$ cat src/rtl/tt_trig_sequencer.sv
// Trigger sequencer: once armed, waits for a trig_in edge, then emits a delayed burst of pulses.
// Optional TRIG_SYNC_EN adds a 2-flop synchroniser in front of the edge detector.
module tt_trig_sequencer #(
  parameter int CNT_W = 8
) (
  input  logic             clk,
  input  logic             rst,
  input  logic             cfg_we,
  input  logic [1:0]       cfg_addr,
  input  logic [CNT_W-1:0] cfg_wdata,
  input  logic             trig_fall,
  input  logic             arm,
  input  logic             abort,
  input  logic             trig_in,
  output logic             pulse_out,
  output logic             armed,
  output logic             busy,
  output logic             done,
  output logic [CNT_W-1:0] pulse_idx
);

  typedef enum logic [2:0] {
    S_IDLE,
    S_ARMED,
    S_DELAY,
    S_PULSE,
    S_GAP
  } state_t;

  localparam logic [CNT_W-1:0] ONE = CNT_W'(1);

  state_t           state;
  logic [CNT_W-1:0] cnt;
  logic [CNT_W-1:0] delay_r;
  logic [CNT_W-1:0] width_r;
  logic [CNT_W-1:0] gap_r;
  logic [CNT_W-1:0] count_r;
  logic             pol;
  logic             trig_src;
  logic             trig_q;
  logic             trig_edge;
  logic             edge_q;
  logic [CNT_W-1:0] width_eff;
  logic [CNT_W-1:0] gap_eff;
  logic [CNT_W-1:0] count_eff;

`ifdef TRIG_SYNC_EN
  logic [1:0] sync_q;

  always_ff @(posedge clk) begin
    if (rst) sync_q <= 2'b00;
    else     sync_q <= {sync_q[0], trig_in};
  end

  assign trig_src = sync_q[1];
`else
  assign trig_src = trig_in;
`endif

  assign trig_edge = pol ? (~trig_src & trig_q) : (trig_src & ~trig_q);
  assign width_eff = (width_r == '0) ? ONE : width_r;
  assign gap_eff   = (gap_r   == '0) ? ONE : gap_r;
  assign count_eff = (count_r == '0) ? ONE : count_r;

  // The edge is registered once so every output can be decoded from the next state.
  always_ff @(posedge clk) begin
    if (rst) begin
      state     <= S_IDLE;
      cnt       <= '0;
      delay_r   <= '0;
      width_r   <= ONE;
      gap_r     <= ONE;
      count_r   <= ONE;
      pol       <= 1'b0;
      trig_q    <= 1'b0;
      edge_q    <= 1'b0;
      pulse_out <= 1'b0;
      armed     <= 1'b0;
      busy      <= 1'b0;
      done      <= 1'b0;
      pulse_idx <= '0;
    end else begin
      trig_q <= trig_src;
      edge_q <= trig_edge & (state == S_ARMED) & ~abort;
      done   <= 1'b0;
      if (abort) begin
        state     <= S_IDLE;
        pulse_out <= 1'b0;
        armed     <= 1'b0;
        busy      <= 1'b0;
      end else begin
        case (state)
          S_IDLE: begin
            if (cfg_we) begin
              case (cfg_addr)
                2'd0: delay_r <= cfg_wdata;
                2'd1: width_r <= cfg_wdata;
                2'd2: gap_r   <= cfg_wdata;
                2'd3: count_r <= cfg_wdata;
              endcase
            end
            if (arm) begin
              state     <= S_ARMED;
              armed     <= 1'b1;
              pol       <= trig_fall;
              pulse_idx <= '0;
            end
          end
          S_ARMED: begin
            if (edge_q) begin
              armed <= 1'b0;
              busy  <= 1'b1;
              if (delay_r != '0) begin
                state <= S_DELAY;
                cnt   <= delay_r - ONE;
              end else begin
                state     <= S_PULSE;
                pulse_out <= 1'b1;
                cnt       <= width_eff - ONE;
                pulse_idx <= pulse_idx + ONE;
              end
            end
          end
          S_DELAY, S_GAP: begin
            if (cnt == '0) begin
              state     <= S_PULSE;
              pulse_out <= 1'b1;
              cnt       <= width_eff - ONE;
              pulse_idx <= pulse_idx + ONE;
            end else begin
              cnt <= cnt - ONE;
            end
          end
          S_PULSE: begin
            if (cnt == '0) begin
              pulse_out <= 1'b0;
              if (pulse_idx == count_eff) begin
                state <= S_IDLE;
                busy  <= 1'b0;
                done  <= 1'b1;
              end else begin
                state <= S_GAP;
                cnt   <= gap_eff - ONE;
              end
            end else begin
              cnt <= cnt - ONE;
            end
          end
          default: begin
            state     <= S_IDLE;
            pulse_out <= 1'b0;
            armed     <= 1'b0;
            busy      <= 1'b0;
          end
        endcase
      end
    end
  end

endmodule

$ cat config.mk
export PLATFORM = sky130hd
export DESIGN_NAME = tt_trig_sequencer
export DESIGN_NICKNAME = d
export VERILOG_FILES = /design/src/rtl/tt_trig_sequencer.sv
export SDC_FILE = /design/constraint.sdc
export NUM_CORES = 1
export LEC_CHECK = 0
export ABC_AREA = 1
export CAP_MARGIN = 20
export CORE_MARGIN = 5
export CORE_UTILIZATION = 55
export DETAILED_ROUTE_END_ITERATION = 12
export PLACE_DENSITY_LB_ADDON = 0.2
export RECOVER_POWER = 100
export SLEW_MARGIN = 20
export SYNTH_ARGS = -nofsm -noshare
export SYNTH_HDL_FRONTEND = slang
export SYNTH_SLANG_ARGS = --single-unit
export TNS_END_PERCENT = 5
$ cat constraint.sdc
create_clock -name clk -period 2.6 [get_ports clk]
set_clock_uncertainty 0.1 [all_clocks]
set_input_delay 0.39 -clock clk [delete_from_list [all_inputs] [get_ports clk]]
set_output_delay 0.39 -clock clk [all_outputs]
set_load 0.03 [all_outputs]
Word level (Yosys, flattened, before mapping):

Index checks and enable logic that the tools add are counted.

* flip-flop bits (word level): 58
* bits of input ports: 17

* add/subtract/negate cells: 5
* equal/unequal tests: 15
* muxes and demuxes: 35
* bitwise logic cells: 12
* reductions and logical operators: 25

Operator list (number)
* $mux 8: 12
* $pmux 8 s3: 2
* $logic_not 8->1: 4
* $sub 8x1->8 const B: 4
* $reduce_and 4->1: 7
* $mux 3: 5
* $mux 1: 12
* $ne 2x2->1 const B: 6
* $pmux 3 s4: 1
* $add 8x1->8 const B: 1
* $eq 8x8->1: 1
* $not 1->1: 8
* $reduce_bool 8->1: 1
* $eq 3x2->1 const B: 2
* $pmux 1 s3: 2
* $reduce_and 3->1: 2
* $reduce_and 6->1: 1
* $reduce_bool 3->1: 2
* $reduce_or 3->1: 2
* $reduce_and 5->1: 1
* $and 1x1->1: 4
* $eq 2x2->1 const B: 2
* $pmux 1 s4: 1
* $reduce_or 2->1: 2
* other kinds (7): 7

Depth between registers and ports, before layout:

Gate-level depths: netlist (run 1).

* word-level depth: 6
* mapped depth: 15
* depth with buffers taken out: 15

Least setup slack after synthesis (run 1):

No wires, ideal clock.

* path kind: register to register
* start point: reg gap_r[0]
* end point: reg cnt[6]
* arrival: 1618 ps
* setup slack: 769 ps
* stages on the path, launching flop included: 14
* buffers on the path: 0
* cells stage by stage: dfxtp_1 -> nor3_1 -> nand3b_1 -> nand2_1 -> inv_1 -> ha_1 -> nand3_1 -> o21ai_0 -> nand2_1 -> nand2_1 -> nand3_1 -> nand3_1 -> nor2_1 -> nor2_1

* word-level cells in the longest chain between the ends: 6

Ends and longest elaborated chain
* from (decl): RTL line 36 `logic [CNT_W-1:0] gap_r;`
* from (signal assigned): RTL line 98 `2'd2: gap_r <= cfg_wdata;`
* $logic_not 8->1: RTL line 62 `assign gap_eff = (gap_r == '0) ? ONE : gap_r;`
* $mux 8 (*): RTL line 62
* $sub 8x1->8 (*): RTL line 143 `cnt <= gap_eff - ONE;`
* $mux 8 (*): RTL line 137 `if (pulse_idx == count_eff) begin`
* $mux 8 (*): RTL line 135 `if (cnt == '0) begin`
* $pmux 8 s3 (*): RTL line 92 `case (state)`
* to (signal assigned): RTL line 131 `cnt <= cnt - ONE;`
* to (signal assigned): RTL line 143
* to (signal assigned): RTL line 146 `cnt <= cnt - ONE;`
* to (decl): RTL line 33 `logic [CNT_W-1:0] cnt;`

Every way passes the cells marked *; elsewhere a longest branch is shown, timed or not. The select of a mux whose other input is x is not followed.
A chain may end at the register's enable or synchronous reset.

Worst setup path in the final report (run 1):

* start point: reg state[2]
* end point: reg pulse_idx[1]

* word-level cells in the longest chain between the ends: 4
* elaborated cells between the ends (all ways): 12

Ends and longest elaborated chain
* from (decl): RTL line 32 `state_t state;`
* from (signal assigned): RTL line 68 `state <= S_IDLE;`
* from (signal assigned): RTL line 87 `state <= S_IDLE;`
* from (signal assigned): RTL line 103 `state <= S_ARMED;`
* $eq 3x2->1 / $eq 3x3->1 (equally long branches): RTL line 92
* $reduce_or 2->1: RTL line 92
* $ne 2x2->1 (no source line) / $reduce_bool 3->1 (equally long branches)
* $reduce_and 6->1 (no source line)
* to (signal assigned): RTL line 120 `pulse_idx <= pulse_idx + ONE;`
* to (signal assigned): RTL line 129 `pulse_idx <= pulse_idx + ONE;`
* to (decl): RTL line 19 `output logic [CNT_W-1:0] pulse_idx`

Parallel ways exist; a longest one is shown, timed or not.

==> out/results.env, run 1 <==
OUTCOME='completed'
CLK_PIN_SLEW_NS=0.07
DRT-VIAS-PER-INSTANCE=5.52
REL_SLEW_SLACK_PCT=60.1
DETAILEDROUTE.FIRSTITERATIONVIOLATIONS=217
WORSTSETUPENDPOINTTYPE='flip-flop'
CP.ARRIVAL_NS=2.42
NETLIST_AREA_SQ_MM=0.00359
SYNTHESIS.YOSYS.WARNINGS=0
CTS_TREE='built'
FIN_CRIT_SH_PCT=88.0
INSERTION_DELAY_NS=0.34
LEAKAGE_nW=1.95
DIE_H_UM=90.7
NUMBER_OF_ANTENNA_VIOLATIONS_AT_THE_FIRST_CHECK_IN_GLOBAL_ROUTING=0
SLEW_VIOL_FINAL=0
TIMING.SETUP.CRITICAL_PATH_CLASS='flip-flop to flip-flop'
CTS_MADE_BUFFERS=9
RR_STARTPOINT='state[2]'
ORIGIN_OF_THE_WORST_SETUP_PATH='state[2]'
AREA_GROWTH_SYN_TO_LAYOUT_PCT=13.3
GRT_SETUP_UNREPAIRED='false'
FINALHOLDVIOLCOUNT=0
SYNTH_CELL_TYPES=36
SYNTHESIZED_AREA_DIVIDED_BY_SYNTHESIZED_CELL_COUNT_SQ_UM=6.52
FINAL_NET_COUNT=607
SYN_NETS=573
DRIVE_ABOVE_1_SHARE_PCT=6.45
PLACEMENT_ROWS=29
NUMBER_OF_TOP_LEVEL_PINS=29
START_UTIL_PCT=56.5
TIMING.FINAL.SETUP_VIOLATIONS=0
GLOBALROUTE.TOTALOVERFLOW=0
GRT_FIRST_PASS_WIRELENGTH_UM=15600
GRTUSAGETOTAL_PCT=23.1
POWER_PER_CELL_AREA_mW_PER_MM2=628
DESIGN.DIE.AREA_SQ_MM=0.00823
SYNTH_FF_TYPE='dfxtp_1'
CP_MAX_FO=9
ASYNC_RESET_FF_SHARE_PCT=0
FP.COREAREA_SQ_MM=0.00635
CTS.ROOT.BUFFER_CELL='clkbuf_8'
TIGHTESTPINTRANSITION_NS=0.599
DETAIL_ROUTE.FIRST_PASS.ITERATIONS=5
HOLD_CLASS='flip-flop to flip-flop'
CRIT_PATH_START_KIND='flip-flop'
SYNTH-SEQ-AREA-SHARE_PCT=32.4
FINAL_WEIGHTED_CONGESTION_IN_ROUTABILITY_DRIVEN_PLACEMENT=0.890
CAP_VIOLATIONS=0
WL_PER_CELL_UM=13.7
WL_UM=9160
SETUP.REG_TO_REG.WORST_SLACK_NS=0.31
PLACE.PORT_BUFFERS=28
FIN_HOLD_WS_NS=0.365
SYN_INST=550
CLOCKBUFFERDEPTH=2
CTS.REPAIR.RESIZED=0
DIODES=0
HOLDBUFCOUNTCTS=0
POST-ROUTE-DRC-COUNT=0
CRIT_REQUIRED_NS=2.73
SYNTH_EDF_COUNT=0
ANTENNA_VIOLATING_NETS_POST_ROUTE=0
HTREEDEPTH=3
POST-DP-HPWL_UM=6970
PIN_COUNT_OF_THE_BIGGEST_NET_ENTERING_GLOBAL_ROUTING=34
VIA_COUNT=3674
SETUP_TOTAL_NEGATIVE_SLACK_NS=0
POST_LAYOUT_MIN_PERIOD_NS=2.29
WORSTREGTOREGCELLS=10
FIRST_GLOBAL_VIAS=3411
WORST_SETUP_PATH_ENDPOINT='pulse_idx[1]'
FMAX_GHz=0.437
TIMING.RR.END='pulse_idx[1]'
FLOORPLAN.DIE.WIDTH_UM=90.7
IRDROPWORSTVDD_mV=0.537
CTS_SETUP_BUFFERS=0
SYNTH.FF_LATCH_COUNT=58
CTS_NUM_SINKS=58
[metrics by stage]
stage	worst slack, ns	instance area [sq um]	power, W	util (%)	std cells
after floorplan	0.769	3590	0.00155	-	550
final	0.312	4060	0.00255	64.0	666
after CTS	0.474	4150	0.00258	65.3	666
after detailed placement	0.311	3950	0.00175	62.2	650
after global placement	0.354	3950	0.00174	62.2	650
after global routing	0.112	4060	0.00271	64.0	666
[final cells by class]
type,instances,area [sq um]
clock buffers,11,141
flip-flops and latches,58,1160
well taps,77,96.3
repair buffers,34,314
clock inverters,5,53.8
multi-input cells,408,2020
inverters,73,279
fillers,596,2290
[registers in the layout, indices dropped and copies added, names as in the netlist]
signal	flops
gap_r	8
width_r	8
edge_q	1
trig_q	1
busy	1
cnt	8
armed	1
state	3
count_r	8
pol	1
delay_r	8
pulse_idx	8
done	1
pulse_out	1
[report_power, final]
part	internal [W]	switching, W	leakage [nW]	total [W]
combinational	0.000244	0.000493	1.38	0.000737
sequential	0.000936	0.0000480	0.471	0.000984
clock	0.000465	0.000365	0.103	0.000831
total	0.00165	0.000907	1.95	0.00255
[critical path: stages (launching register included)]
cell	delay, ns
dfxtp_1	0.35
nor2_1	0.42
inv_1	0.08
nand2_1	0.19
inv_2	0.14
nor2_1	0.41
inv_1	0.21
nand2_1	0.10
nand2_1	0.05
o21ai_0	0.07
nor2_1	0.05
[synth_stat cells (all sizes together) (2+ instances only)]
cell | n | share of area (%)
o21ai | 37 | 5.3
nand3 | 54 | 7.5
nand2 | 131 | 14
xor2 | 10 | 2.4
dfxtp | 58 | 32
o211ai | 5 | 1.0
a211oi | 9 | 1.9
nand4 | 12 | 2.1
clkbuf | 6 | 0.66
a21oi | 38 | 5.4
nor3 | 4 | 0.87
nor2 | 85 | 10
buf | 5 | 0.94
o22ai | 2 | 0.35
inv | 72 | 7.5
ha | 6 | 2.1
xnor2 | 6 | 1.5
nor4 | 4 | 2.4
[worst min-delay path by stage]
stage | start | to | slack (ns) | cells after the start
6_report | armed | armed | 0.37 | 2
3_3_place_gp | busy | busy | 0.35 | 2
3_5_place_dp | armed | armed | 0.36 | 2
5_1_grt | pol | pol | 0.42 | 2
2_1_floorplan | pol | pol | 0.35 | 2
4_1_cts | armed | armed | 0.37 | 2
[cell usage in the layout (no fill, tap or decap), types with 12 or more instances in the layout]
cell type | Yosys | layout
nand4_1 | 12 | 12
dfxtp_1 | 58 | 58
clkdlybuf4s50_1 | 0 | 14
a21oi_1 | 37 | 37
nand2_1 | 126 | 129
nor2_1 | 74 | 77
nand3_1 | 54 | 54
inv_1 | 66 | 66
dlygate4sd3_1 | 0 | 14
o21ai_0 | 35 | 36
[cells by family after synthesis]
| group | Yosys count | share of synthesized area, % |
|---|---|---|
| simple gates | 292 | 37.7 |
| compound gates | 94 | 14.6 |
| buf+inv | 84 | 9.39 |
| flops | 58 | 32.4 |
| xor+xnor | 16 | 3.91 |
| fa+ha+maj | 6 | 2.09 |
[per-layer routing]
layer / GRT usage, % / share of wire (%) / vias to the layer above / wire, um
met4: 8.19 / 1.9 / 0 / 178
met1: 30.1 / 45 / 1668 / 4140
met3: 4.92 / 5.9 / 22 / 542
met2: 37.3 / 47 / 121 / 4300
li1: - / - / 1863 / -
met5: 0 / 0 / - / 0
Note: power is estimated with default switching activity, not from simulation.
==> run 2: changes to the inputs <==
--- a/config.mk
+++ b/config.mk
@@ -10,3 +10,4 @@
 export CORE_MARGIN = 5
-export CORE_UTILIZATION = 55
+export CORE_UTILIZATION = 59
+export CTS_CLUSTER_DIAMETER = 80
 export DETAILED_ROUTE_END_ITERATION = 12
==> constraint.sdc (replaced) <==
create_clock -name clk -period 2.6 [get_ports clk]
set_clock_uncertainty 0.1 [all_clocks]
set_input_delay 0.52 -clock clk [delete_from_list [all_inputs] [get_ports clk]]
set_output_delay 0.52 -clock clk [all_outputs]
set_load 0.03 [all_outputs]
==> run 2 against run 1 <==
  * Die area down 6.0%
  * Sequential share of layout area hardly changed
  * Via count fell by 0.41%
  * First-iteration DRC count rose by 26%
  * Final area is 0.15% lower
  * Fmax shrank 1.7%
  * Routed wire length down 0.66%
  * Cell count shrank 0.30%
  * Sequential cell count stayed put
  * Critical path type unchanged
  * Largest cell class unchanged
  * Largest power group unchanged
==> out/results.env, run 2 (synthesis results as in run 1) <==
FIN_HOLD_WS_NS=0.364  # -0.00115 ns
PLACE.PORT_BUFFERS=28  # unchanged
TIMING.FINAL.SETUP_VIOLATIONS=0  # unchanged
ANTENNA_VIOLATING_NETS_POST_ROUTE=0  # unchanged
WL_PER_CELL_UM=13.7  # -0.36%
GRT_FIRST_PASS_WIRELENGTH_UM=15100  # -3.7%
DRIVE_ABOVE_1_SHARE_PCT=6.28  # -0.17 points
DRT-VIAS-PER-INSTANCE=5.51  # -0.11%
CTS_NUM_SINKS=58  # unchanged
START_UTIL_PCT=60.6  # +4.1 points
REG_AREA_SQ_MM=0.00116  # unchanged
CP_MAX_FO=5  # -4
FLOORPLAN.DIE.WIDTH_UM=88.0  # -3.1%
DIODES=0  # unchanged
LEAKAGE_nW=1.94  # -0.38%
LAYOUT_COMMONEST_CELL='nand2_1'
FILLERINSTANCES=534  # -10%
GRT_UTIL_MET3_PCT=4.61  # -0.31 points
MULTI_INPUT_COMB_AREA_SQ_MM=0.00202  # about the same
FINAL_NET_COUNT=607  # unchanged
GLOBALROUTE.TOTALOVERFLOW=0  # unchanged
CTS.ROOT.BUFFER_CELL='clkbuf_8'
WL_UM=9100  # -0.66%
DIE_H_UM=88.0  # -3.1%
WORSTSETUPENDPOINTTYPE='flip-flop'
GROUTE.LAYER.MET1.USAGE_PCT=31.1  # +0.90 points
HOLD_CLASS='flip-flop to flip-flop'
SLEW_VIOL_FINAL=0  # unchanged
DETAILEDROUTE.FIRSTITERATIONVIOLATIONS=273  # +26%
VIA_COUNT=3659  # -0.41%
POST_LAYOUT_MIN_PERIOD_NS=2.33  # +0.0384 ns
CTS_TREE='built'
CAP_VIOLATIONS=0  # unchanged
PIN_COUNT_OF_THE_BIGGEST_NET_ENTERING_GLOBAL_ROUTING=34  # unchanged
GRT.BUSIEST_LAYER='met2'
FIN_CRIT_SH_PCT=89.5  # +1.5 points
FINAL_WEIGHTED_CONGESTION_IN_ROUTABILITY_DRIVEN_PLACEMENT=0.897  # +0.72%
PLACEMENT_ROWS=28  # -3.4%
NUMBER_OF_ANTENNA_VIOLATIONS_AT_THE_FIRST_CHECK_IN_GLOBAL_ROUTING=0  # unchanged
FP.COREAREA_SQ_MM=0.00592  # -6.8%
DETAIL_ROUTE.FIRST_PASS.ITERATIONS=5  # unchanged
DESIGN.DIE.AREA_SQ_MM=0.00774  # -6.0%
OUTCOME='completed'
HTREEDEPTH=3  # unchanged
GRT_SETUP_UNREPAIRED='false'
HOLDBUFCOUNTCTS=0  # unchanged
IRDROPWORSTVDD_mV=0.516  # -3.8%
CRIT_REQUIRED_NS=2.73  # about the same
FMAX_GHz=0.430  # -1.7%
FINAL_CELL_MIX='126 x nand2_1, 77 x nor2_1, 66 x inv_1, 58 x dfxtp_1, 54 x nand3_1'
GRTUSAGETOTAL_PCT=24.6  # +1.5 points
CP.ARRIVAL_NS=2.46  # +0.04 ns
POST-DP-HPWL_UM=6840  # -1.9%
CTS_SETUP_BUFFERS=0  # unchanged
INSERTION_DELAY_NS=0.33  # about the same
FIRST_GLOBAL_VIAS=3347  # -1.9%
POST-ROUTE-DRC-COUNT=0  # unchanged
GRT.MET2_USAGE_PCT=40.8  # +3.5 points
TIMING.SETUP.CRITICAL_PATH_CLASS='flip-flop to flip-flop'
POWER_PER_CELL_AREA_mW_PER_MM2=629  # +0.19%
NUMBER_OF_TOP_LEVEL_PINS=29  # unchanged
CTS_MADE_BUFFERS=9  # unchanged
FINALHOLDVIOLCOUNT=0  # unchanged
SETUP_TOTAL_NEGATIVE_SLACK_NS=0  # unchanged
CLOCKBUFFERDEPTH=2  # unchanged
CLK_PIN_SLEW_NS=0.07  # about the same
CRIT_PATH_START_KIND='flip-flop'
REL_SLEW_SLACK_PCT=40.9  # -19 points
TIGHTESTPINTRANSITION_NS=0.887  # +0.288 ns
POWER_W=0.00255  # about the same
CTS.REPAIR.RESIZED=0  # unchanged
AREA_GROWTH_SYN_TO_LAYOUT_PCT=13.2
## run 2: changes by cell type in the layout (fill, tap and decap cells not counted)
cell,previous run,this run
nand2_2,1,3
buf_4,3,1
nor3_4,1,0
nand2_4,1,2
nand2_1,129,126
nor2_4,2,1
clkinv_2,3,1
clkinv_4,2,1
clkbuf_1,4,8
clkbuf_8,10,11
nor2_2,6,7
nor3_2,0,1
## run 2: routing by layer
metal	share of wire (%)	routed length [um]	vias up
li1	-	-	1869
met1	46	4140	1633
met2	46	4210	131
met3	5.7	520	26
met4	2.5	229	0
met5	0	0	-
## run 2: power by group
part	total, W	switching [W]	internal [W]
combinational	0.000719	0.000481	0.000238
sequential	0.000985	0.0000490	0.000936
clock	0.000848	0.000353	0.000495
## run 2: worst paths after layout
check	startpoint	to	slack, ns	depth (start not counted)
max	width_r[5]	cnt[4]	0.27	14
min	busy	busy	0.36	2
max reg2reg	width_r[5]	cnt[4]	0.27	14
min reg2reg	busy	busy	0.36	2
## run 2: final cells by class
cell class	instances	share of cell area [%]
Sequential cell	58	28.6
Clock inverter	2	0.863
Timing Repair Buffer	34	7.55
Multi-Input combinational cell	408	49.8
Tap cell	75	2.31
Inverter	73	6.88
Clock buffer	14	4.01
## run 2: metrics by stage
| step | instance area [sq um] | cells | utilization (%) | setup slack [ns] |
|---|---|---|---|---|
| 3_3_place_gp | 3950 | 648 | 66.7 | 0.224 |
| 5_1_grt | 4060 | 664 | 68.5 | 0.0811 |
| 2_1_floorplan | 3590 | 550 | - | 0.769 |
| 4_1_cts | 4150 | 664 | 70.0 | 0.337 |
| 3_5_place_dp | 3950 | 648 | 66.7 | 0.140 |
| 6_report | 4060 | 664 | 68.5 | 0.273 |
## run 2: worst max-delay path: stages (launching register included)
cell and delay [ns]:
dfxtp_1 0.34, inv_1 0.10, nand2_1 0.06, nor2_1 0.14
nand2_1 0.15, nand2_1 0.13, inv_1 0.09, ha_1 0.25
nand2_1 0.10, xor2_1 0.28, nand2_1 0.10, o211ai_1 0.13
nand3_1 0.10, nor2_1 0.10, nor2_1 0.05
==> run 3: changes to the inputs <==
MAX_ROUTING_LAYER = met4   (was unset)
==> run 3 against run 2 <==
  * Register-to-register slack worse by 0.04 ns
  * Count of clock-buffer cells in the layout down 2
  * Global-route usage up 1.4 points
==> out/results.env, run 3 (synthesis results as in run 1) <==
OUTCOME='completed'
DESIGN.DIE.AREA_SQ_MM=0.00774  # unchanged
GRT_SETUP_UNREPAIRED='false'
CRIT_REQUIRED_NS=2.70  # -0.03 ns
CTS.ROOT.BUFFER_CELL='clkbuf_8'
NUMBER_OF_TOP_LEVEL_PINS=29  # unchanged
CTS.REPAIR.RESIZED=0  # unchanged
START_UTIL_PCT=60.6  # unchanged
DETAIL_ROUTE.FIRST_PASS.ITERATIONS=5  # unchanged
POSTLAYOUTCELLAREA_SQ_MM=0.00406  # about the same
POSTPLACECELLAREA_SQ_MM=0.00394  # -0.19%
DRIVE_ABOVE_1_SHARE_PCT=6.64  # +0.36 points
DIE_H_UM=88.0  # unchanged
FLOORPLAN.DIE.WIDTH_UM=88.0  # unchanged
REL_SLEW_SLACK_PCT=42.1  # +1.2 points
NUMBER_OF_ANTENNA_VIOLATIONS_AT_THE_FIRST_CHECK_IN_GLOBAL_ROUTING=0  # unchanged
CTS_SETUP_BUFFERS=0  # unchanged
CP.ARRIVAL_NS=2.46  # about the same
WL_UM=8960  # -1.5%
SLEW_VIOL_FINAL=0  # unchanged
CAP_VIOLATIONS=0  # unchanged
WORSTSETUPENDPOINTTYPE='flip-flop'
PIN_COUNT_OF_THE_BIGGEST_NET_ENTERING_GLOBAL_ROUTING=34  # unchanged
FIRST_GLOBAL_VIAS=3324  # -0.69%
LEAKAGE_nW=1.94  # about the same
STDCELL_COUNT=662  # -0.30%
DRT-VIAS-PER-INSTANCE=5.40  # -2.1%
SETUP_TOTAL_NEGATIVE_SLACK_NS=0  # unchanged
POWER_PER_CELL_AREA_mW_PER_MM2=619  # -1.6%
CLK_PIN_SLEW_NS=0.07  # about the same
CTS_MADE_BUFFERS=9  # unchanged
HOLD_CLASS='flip-flop to flip-flop'
GLOBALROUTE.TOTALOVERFLOW=0  # unchanged
DIODES=0  # unchanged
TIMING.FINAL.SETUP_VIOLATIONS=0  # unchanged
POWER_W=0.00251  # -1.6%
CTS_TREE='built'
GRT_FIRST_PASS_WIRELENGTH_UM=15300  # +1.7%
CRIT_PATH_START_KIND='flip-flop'
FP.COREAREA_SQ_MM=0.00592  # unchanged
FINAL_NET_COUNT=606  # -0.16%
GRTUSAGETOTAL_PCT=26.0  # +1.4 points
FINAL_CELL_MIX='126 x nand2_1, 77 x nor2_1, 66 x inv_1, 58 x dfxtp_1, 54 x nand3_1'
TIGHTESTPINTRANSITION_NS=0.868  # -0.0183 ns
FINALHOLDVIOLCOUNT=0  # unchanged
LAYOUT.CORE_UTILIZATION_PCT=68.5  # about the same
CLOCKBUFFERDEPTH=2  # unchanged
LAYOUT_COMMONEST_CELL='nand2_1'
HTREEDEPTH=3  # unchanged
AREA_GROWTH_SYN_TO_LAYOUT_PCT=13.1  # about the same
PLACEMENT_ROWS=28  # unchanged
POST-DP-HPWL_UM=6750  # -1.3%
VIA_COUNT=3573  # -2.4%
FMAX_GHz=0.423  # -1.7%
IRDROPWORSTVDD_mV=0.436  # -16%
POST_LAYOUT_MIN_PERIOD_NS=2.37  # +0.0391 ns
CTS_NUM_SINKS=58  # unchanged
ANTENNA_VIOLATING_NETS_POST_ROUTE=0  # unchanged
POST-ROUTE-DRC-COUNT=0  # unchanged
FINAL_WEIGHTED_CONGESTION_IN_ROUTABILITY_DRIVEN_PLACEMENT=0.887  # -1.1%
FIN_CRIT_SH_PCT=91.0  # +1.5 points
PLACE.PORT_BUFFERS=28  # unchanged
WL_PER_CELL_UM=13.5  # -1.2%
CP_MAX_FO=8  # +3
DETAILEDROUTE.FIRSTITERATIONVIOLATIONS=245  # -10%
TIMING.SETUP.CRITICAL_PATH_CLASS='flip-flop to flip-flop'
INSERTION_DELAY_NS=0.35  # +0.02 ns
DP_CELLS=647  # -0.15%
HOLDBUFCOUNTCTS=0  # unchanged
## run 3: layout make-up
class | count | area, sq um
Fill cell | 548 | 1860
Tap cell | 75 | 93.8
Sequential cell | 58 | 1160
Clock buffer | 12 | 145
Inverter | 73 | 279
Timing Repair Buffer | 33 | 303
Clock inverter | 3 | 40.0
Multi-Input combinational cell | 408 | 2030
## run 3: routing by layer
| layer | part of all wire (%) | vias up | track usage (%) | wire [um] |
|---|---|---|---|---|
| li1 | - | 1867 | - | - |
| met1 | 47 | 1597 | 33.1 | 4190 |
| met2 | 47 | 88 | 40.2 | 4190 |
| met3 | 4.5 | 21 | 5.36 | 406 |
| met4 | 1.9 | 0 | 10.3 | 171 |
| met5 | 0 | - | - | 0 |
## run 3: per-stage QoR
step / setup slack [ns] / hold slack [ns]
global placement: 0.224 / 0.354
finish: 0.234 / 0.364
global route: 0.0817 / 0.385
floorplan: 0.769 / 0.350
detailed placement: 0.180 / 0.361
CTS: 0.342 / 0.370
## run 3: critical path, cell delays in order, from the launching register on
cell      delay (ns)
dfxtp_1         0.33
inv_1           0.11
ha_1            0.22
nand2_1         0.09
nor2_1          0.45
inv_1           0.25
nand2_1         0.25
nand2_4         0.13
clkinv_4        0.11
nand2_1         0.05
o21ai_0         0.07
nor2_1          0.06
## run 3: path summary, 6_finish.rpt
check,from,endpoint,slack (ns),depth (start not counted)
min,armed,armed,0.36,2
min reg2reg,armed,armed,0.36,2
max reg2reg,delay_r[0],pulse_idx[1],0.23,11
max,delay_r[0],pulse_idx[1],0.23,11
## run 3: where the power goes
group / switching [W] / total [W] / internal, W / leakage [nW]
registers: 0.0000488 / 0.000985 / 0.000936 / 0.471
clock network: 0.000350 / 0.000811 / 0.000461 / 0.0962
logic: 0.000477 / 0.000715 / 0.000238 / 1.38
==> RTL change (settings of run 2) <==
The option `TRIG_SYNC_EN` is turned on by a define.
--- a/src/rtl/tt_trig_sequencer.sv
+++ b/src/rtl/tt_trig_sequencer.sv
@@ -1,5 +1,7 @@
 // Trigger sequencer: once armed, waits for a trig_in edge, then emits a delayed burst of pulses.
 // Optional TRIG_SYNC_EN adds a 2-flop synchroniser in front of the edge detector.
+`define TRIG_SYNC_EN
+
 module tt_trig_sequencer #(
   parameter int CNT_W = 8
 ) (
Behaviour: not the same (a bounded check fails within 4 cycles, from zero or initial values and one cycle with rst high).
==> RTL change against run 2 <==
Clock power fell by 2.7%; wire length increased by 3.9%; total power is 0.97% higher; hold slack worse by 0.058 ns; sequential cell count up 2; cell area is 2.8% higher; worst setup slack improved by 0.060 ns; synthesized cell count is 5.1% higher; die area up 1.9%; area after synthesis grew 2.1%; register-to-register slack gained 0.13 ns; critical path depth down 13; largest power group unchanged.
==> RTL change: results <==
[place]
gp_congestion = 0.9101
place_area_mm2 = 0.004003
dp_hpwl_mm = 7.066

[cells_and_area]
fin_nets = 632
nFillCells = 527
drive_gt1_share_pct = 6.525
areaGrowthSynthToFinish_pct = 13.94

[timing]
tightest_slew_ns = 0.7802

[yosys]
synth_compound_area_share_pct = 12.74
syn_nets = 601
synthAdderAreaFrac_pct = 2.050
synth_commonest_cells = "nand2_1, nor2_1, inv_1, nand3_1, dfxtp_1"
synth.distinct_cells = 34
synth_xor_area_share_pct = 3.109
ys_seq_area_share_pct = 32.80
ys_top_cells_by_area = "dfxtp_1, nand2_1, nand3_1, nor2_1, inv_1"

[global_routing]
grt_pass1_vias = 3641
grt_max_degree = 43
grt_pass1_wl_mm = 16.10
grt_usage_pct = 26.24

[critical_path]
cp-startpoint = "pulse_idx[3]$_SDFFE_PP0P_"
rr_startpoint = "cnt[0]$_SDFFE_PP0P_"
cpMaxStageDelayCell = "dlygate4sd3_1"
worstPathArrival_ns = 1.65
max_stage_delay_ns = 0.80

[run_status]
outcome = "completed"

[route]
routed_via_density = 5.467
first_iter_violations = 185
drt-wirelength-per-cell_um = 13.73

[power]
power.switching_uw = 909.3
leakage_nw = 2.009
ir_drop_mv = 0.5235
p_comb_share_pct = 29.2

[hold_path]
worstHoldStart = "sync_q[0]$_SDFF_PP0_"
RTL change: cell count changes in the layout (fill, tap and decap cells not counted), sizes merged, moves of 2 or more:
cell,run 2,this run
a211oi,9,0
nand2,131,139
clkbuf,19,11
a21oi,38,43
o211ai,5,3
o22ai,2,0
inv,71,83
buf,1,3
xor2,10,8
dfxtp,58,60
o21ai,37,42
nand3,54,64
nor2,85,90
RTL change: path summary, 6_finish.rpt:
check | slack (ns) | endpoint | cells past startpoint
worst max register to register | 0.40 | cnt[3]$_SDFFE_PP0P_ | 11
worst min register to register | 0.31 | sync_q[1]$_SDFF_PP0_ | 2
worst max-delay path | 0.33 | pulse_idx[3] | 1
worst min-delay path | 0.31 | sync_q[1]$_SDFF_PP0_ | 2
RTL change: per-stage QoR:
| step | setup WS, ns | std cells | hold WS, ns |
|---|---|---|---|
| after floorplan | 0.7679 | 578 | 0.2883 |
| after global placement | 0.2934 | 673 | 0.2930 |
| after detailed placement | 0.2356 | 673 | 0.2984 |
| after CTS | 0.3811 | 688 | 0.3093 |
| after global routing | 0.1793 | 688 | 0.3325 |
| final | 0.3330 | 688 | 0.3066 |
RTL change: metal layers:
| metal | track usage (%) | vias to the layer above | share of wire [%] |
|---|---|---|---|
| li1 | - | 1926 | - |
| met1 | 33.18 | 1696 | 44 |
| met2 | 44.47 | 123 | 49 |
| met3 | 5.121 | 16 | 5.7 |
| met4 | 9.066 | 0 | 1.6 |
| met5 | 0 | - | 0 |
RTL change: final cells by class:
| cell class | instances | area share, % |
|---|---|---|
| Clock inverter | 5 | 1.259 |
| Multi-Input combinational cell | 423 | 49.45 |
| Clock buffer | 10 | 3.298 |
| Timing Repair Buffer | 32 | 7.376 |
| Tap cell | 75 | 2.249 |
| Inverter | 83 | 7.586 |
| Sequential cell | 60 | 28.79 |
